$ cat src/rtl/pc_load_unit.sv
// rtl/pc_load_unit.sv - restores a 16-bit program counter from memory, upper byte first
// Two reads (upper then lower) separated by a fixed read latency; pc_out changes only once both bytes are in.
module pc_load_unit #(
  parameter int READ_LATENCY = 1
) (
  input  logic        clk,
  input  logic        rst_n,
  input  logic        pc_load,
  input  logic [7:0]  mem_out,
  output logic        mem_rd,
  output logic        mem_sel,
  output logic [15:0] pc_out,
  output logic        pc_valid,
  output logic        busy
);

  typedef enum logic [2:0] {
    IDLE,
    RD_UPPER,
    WAIT_UPPER,
    RD_LOWER,
    WAIT_LOWER,
    DONE,
    HOLD
  } state_t;

  localparam logic [1:0] LAT_INIT = 2'(READ_LATENCY - 1);

  state_t      r_state;
  state_t      w_next;
  logic [1:0]  r_cnt;
  logic [1:0]  w_cnt_next;
  logic [7:0]  r_upper;
  logic [15:0] r_pc;
  logic        w_cap_upper;
  logic        w_cap_pc;
  logic        w_wait_done;

  assign w_wait_done = (r_cnt == 2'd0);

  always_comb begin
    w_next      = r_state;
    w_cnt_next  = r_cnt;
    w_cap_upper = 1'b0;
    w_cap_pc    = 1'b0;
    case (r_state)
      IDLE: begin
        if (pc_load) w_next = RD_UPPER;
      end
      RD_UPPER: begin
        if (!pc_load) begin
          w_next = IDLE;
        end else begin
          w_next     = WAIT_UPPER;
          w_cnt_next = LAT_INIT;
        end
      end
      WAIT_UPPER: begin
        if (!pc_load) begin
          w_next     = IDLE;
          w_cnt_next = 2'd0;
        end else if (w_wait_done) begin
          w_next      = RD_LOWER;
          w_cap_upper = 1'b1;
        end else begin
          w_cnt_next = r_cnt - 2'd1;
        end
      end
      RD_LOWER: begin
        if (!pc_load) begin
          w_next = IDLE;
        end else begin
          w_next     = WAIT_LOWER;
          w_cnt_next = LAT_INIT;
        end
      end
      WAIT_LOWER: begin
        // a dropped request wins over the final capture, so pc_out stays intact
        if (!pc_load) begin
          w_next     = IDLE;
          w_cnt_next = 2'd0;
        end else if (w_wait_done) begin
          w_next   = DONE;
          w_cap_pc = 1'b1;
        end else begin
          w_cnt_next = r_cnt - 2'd1;
        end
      end
      DONE: begin
        w_next = pc_load ? HOLD : IDLE;
      end
      HOLD: begin
        if (!pc_load) w_next = IDLE;
      end
      default: begin
        w_next = IDLE;
      end
    endcase
  end

  always_ff @(posedge clk or negedge rst_n) begin
    if (!rst_n) begin
      r_state <= IDLE;
      r_cnt   <= 2'd0;
      r_upper <= 8'h00;
      r_pc    <= 16'h0000;
    end else begin
      r_state <= w_next;
      r_cnt   <= w_cnt_next;
      if (w_cap_upper) r_upper <= mem_out;
      if (w_cap_pc)    r_pc    <= {r_upper, mem_out};
    end
  end

  assign mem_rd   = (r_state == RD_UPPER) || (r_state == RD_LOWER);
  assign mem_sel  = (r_state == RD_UPPER);
  assign pc_valid = (r_state == DONE);
  assign busy     = (r_state != IDLE) && (r_state != HOLD);
  assign pc_out   = r_pc;

endmodule

$ cat config.mk
export PLATFORM = sky130hd
export DESIGN_NAME = pc_load_unit
export DESIGN_NICKNAME = d
export VERILOG_FILES = /design/src/rtl/pc_load_unit.sv
export SDC_FILE = /design/constraint.sdc
export NUM_CORES = 1
export LEC_CHECK = 0
export ABC_AREA = 0
export CAP_MARGIN = 40
export CORE_ASPECT_RATIO = 2
export CORE_MARGIN = 2
export CORE_UTILIZATION = 30
export CTS_CLUSTER_DIAMETER = 80
export DETAILED_ROUTE_END_ITERATION = 16
export DONT_BUFFER_PORTS = 1
export GPL_ROUTABILITY_DRIVEN = 1
export GPL_TIMING_DRIVEN = 0
export PLACE_DENSITY_LB_ADDON = 0.2
export SYNTH_ARGS = -nofsm -noshare
export SYNTH_HDL_FRONTEND = slang
export SYNTH_SLANG_ARGS = --single-unit
$ cat constraint.sdc
create_clock -name clk -period 1.9 [get_ports clk]
set_input_delay 0.19 -clock clk [delete_from_list [all_inputs] [get_ports clk]]
set_output_delay 0.19 -clock clk [all_outputs]
set_load 0.05 [all_outputs]
==> impl_results.rst <==
.. list-table::
   :header-rows: 1

   * - Metric
     - Value
   * - Die outline area
     - 4860 um2
   * - Data required time at the worst endpoint
     - 1.71 ns
   * - Pin slew with the least headroom to its limit
     - about 0.6 ns
   * - Number of sinks on the clock net
     - 29
   * - Worst IR Drop VDD
     - 0.757 mV
   * - R2r startpoint
     - r_cnt[0]
   * - I/O pin total
     - 31
   * - Outcome
     - finished clean
   * - Core Footprint
     - just over 4000 um2
   * - Tightest hold margin
     - ~0.041 ns
   * - Number of buffers created by CTS
     - 5
   * - Cell Area, Placed
     - ~1400 um2
   * - Vias per cell
     - 4.80
   * - CP Launch Type
     - flop
   * - Top post-synthesis cells by area
     - dfrtp_1 (56%), mux2_2 (12%), mux2_4 (12%), nand4b_4 (1.8%), xnor2_1 (1.4%)
   * - CP arrival
     - 1.51 ns
   * - Final setup skew
     - 0.00518 ns
   * - Yosys top cell by area
     - dfrtp_1
   * - Worst Reg-to-Reg Cells
     - 6
   * - Ant. Diodes
     - 0
   * - Count of antenna-violating nets left after detailed routing
     - 0
   * - Clock tree from TritonCTS
     - built
   * - Grt peak-use layer
     - met2
   * - Pin count of the biggest net entering global routing
     - 30
   * - Total nets after synthesis
     - 99
   * - Floorplan die height
     - 96.6 um
   * - Clock transition at the registers of the reported paths
     - 0.06 ns
   * - Final instance area
     - 1510 um2
   * - Placed wire-length estimate
     - between 1.5 and 2 mm
   * - All-Layer GR Usage
     - 10.9%
   * - Rows
     - 33
   * - First element of the critical path
     - r_state[0]
   * - FMAX
     - between 500 and 600 MHz
   * - Worst Min Path Start
     - pc_load
   * - DRC violation count after routing
     - 0
   * - Number of I/O port buffers
     - 0
   * - Proportion of layout cells with a drive suffix above 1
     - between 40% and 50%
   * - Total global routing overflow
     - 0
   * - Area growth syn-to-layout
     - 16.9%
   * - Setup repair bufs after CTS
     - 0
   * - Max-capacitance violation count
     - 0
   * - Most repeated cell in the gate-level netlist after synthesis
     - dfrtp_1
   * - Wire length of the first global-routing pass
     - 3.91 mm
   * - P per Cell Area
     - about 1800 nW/um2
   * - Flip-flop cell with the highest count after synthesis
     - dfrtp_1
   * - Part of the cycle the worst path needs
     - 89.5%
   * - Flops & latches, synth
     - 29
   * - Maximum fanout count along the critical path
     - 7
   * - GPL Wtd Cong
     - 0.671
   * - Yosys Warn Count
     - 0
   * - Post-Syn Area
     - 1290 um2
   * - Cell-by-cell listing of the critical path
     - inv_1 > nor3b_4
   * - Met1 usage
     - approximately an eighth
   * - Mapped Avg Cell Area
     - 14.8 um2
   * - Worst-skew pair later-pin latency
     - about 0.28 ns
   * - Count of endpoints failing hold in the final timing report
     - 0
   * - Number of enable-type register cells in the synthesized netlist
     - 0
   * - Buffers from clock root to sink, at most
     - 2
   * - Wire length per cell after detailed routing
     - approximately 15 um
   * - Commonest cells in the synthesized netlist
     - dfrtp_1 (29), mux2_2 (14), mux2_4 (10)
   * - Sequential fraction of the synthesis area
     - 56.4%
   * - Minimum period implied by the final worst setup slack
     - between 1.5 and 2 ns
   * - Total detailed-routing wirelength
     - approximately 2.3 mm
   * - Critical-path cell with the highest stage delay
     - nor3b_4
   * - Path category of the worst min-delay check
     - in2reg
   * - Number of global-route vias before repair
     - between 700 and 800
   * - End-of-flow core utilization
     - 36.5%
   * - Grt met2 use
     - 16.3%
   * - Number of pins exceeding their max-slew limit in the final report
     - 0
   * - Endpoint class of the critical path
     - output pin
   * - Headroom to the max-slew limit
     - 60.8%
   * - Post-synth cell types
     - 26
   * - Initial detailed-routing violation count
     - 6
   * - Worst Hold Path Cells
     - 1
   * - Max incr delay on CP
     - between 0.5 and 0.6 ns
   * - Via total after detailed routing
     - 720
   * - Synthesized instance count
     - 87
   * - Setup violation total in the final timing report
     - 0
   * - Critical path class
     - reg2out
   * - CTS H-tree depth
     - 2
   * - TritonRoute pass-1 iters
     - 3
   * - Area fraction of the dominant cell type after synthesis
     - between 50% and 60%
   * - Initial core utilization
     - 31.2%
   * - Async set-reset flop share out of synthesis
     - 100%
   * - Grt met3 use
     - 5.09%
   * - Clock root cell
     - clkbuf_8
   * - DIE WIDTH
     - 50.3 um
   * - Number of antenna violations at the first check in global routing
     - 0
   * - Unrepaired setup endpoints after global routing
     - false
   * - Post-layout nets
     - 109
   * - Leakage
     - about 0.76 nW
==> cell usage in the layout (no fill, tap or decap), types with 2 or more instances in the layout <==
| cell | synthesis | final |
|---|---|---|
| and2_1 | 2 | 2 |
| buf_2 | 2 | 2 |
| clkbuf_8 | 0 | 7 |
| dfrtp_1 | 29 | 29 |
| inv_1 | 4 | 4 |
| mux2_2 | 14 | 14 |
| mux2_4 | 10 | 10 |
| nand2_1 | 2 | 2 |
| nor3_1 | 2 | 2 |
| o21ai_0 | 2 | 2 |
| or2b_1 | 2 | 2 |
| xnor2_1 | 2 | 2 |
==> report_power, final <==
group / leakage, nW / total, mW / internal [mW] / switching [mW]
Sequential: 0.373 / 1.57 / 0.868 / 0.706
Combinational: 0.333 / 0.608 / 0.339 / 0.269
Clock: 0.0542 / 0.543 / 0.326 / 0.217
Total: 0.761 / 2.73 / 1.53 / 1.19
==> worst max-delay path, delay by kind of cell (launching register included) <==
kind,cells,cell delay [ns]
buffers and inverters,1,0.19
and+or+nand+nor,1,0.54
DFF,1,0.50
==> flip-flops by register name, indices dropped and copies added, names as in the netlist <==
name	flops
pc_out	16
r_upper	8
r_state	3
r_cnt	2
==> area by class of cell <==
class                      instances  area, um2
buffer                             4       26.3
sequential                        29        726
tap                               52       65.1
timing repair buffer               3       37.5
multi-input combinational         50        534
clock buffer                       7       96.3
clock inverter                     1       5.00
fill                             411       2620
inverter                           4       15.0
==> stage by stage <==
stage | cells | worst slack (ns) | total power, mW | TNS [ns]
6_report | 150 | 0.200 | 2.73 | 0
5_1_grt | 150 | 0.0933 | 2.89 | 0
4_1_cts | 150 | 0.0438 | 2.77 | 0
3_5_place_dp | 140 | 0.211 | 2.19 | 0
3_3_place_gp | 139 | -0.0773 | 2.15 | -0.0773
2_1_floorplan | 87 | 0.0231 | 2.06 | 0
==> cell families after synthesis <==
kind of cell	share of synthesized area, %
multiplexers	23.9
adder cells (fa/ha/maj)	1.75
AO/OA/AOI/OAI	3.50
AND/OR/NAND/NOR	9.23
buffers and inverters	3.21
XOR/XNOR	2.04
flip-flops	56.4
==> timing repair <==
| action | 4_1_cts | 5_1_grt |
|---|---|---|
| resized for setup | 0 | 2 |
| hold buffers | 2 | 0 |
| endpoints found under the hold margin | 29 | 0 |
| endpoints found under the setup margin | 0 | 2 |
==> final timing paths <==
path	endpoint	slack [ns]
min in group asynchronous	pc_out[2]	0.35
hold / removal	r_state[1]	0.04
setup reg to reg	pc_out[5]	0.25
setup / recovery	pc_valid	0.20
hold reg to reg	r_cnt[1]	0.49
max in group asynchronous	pc_out[7]	1.39
==> metal layers <==
| metal | share of wire (%) | wire length (um) |
|---|---|---|
| met5 | 0 | 0 |
| met4 | 2.6 | 58 |
| met3 | 8.2 | 184 |
| met2 | 50 | 1120 |
| met1 | 39 | 889 |
No activity file was read; power rests on OpenSTA's default activity.
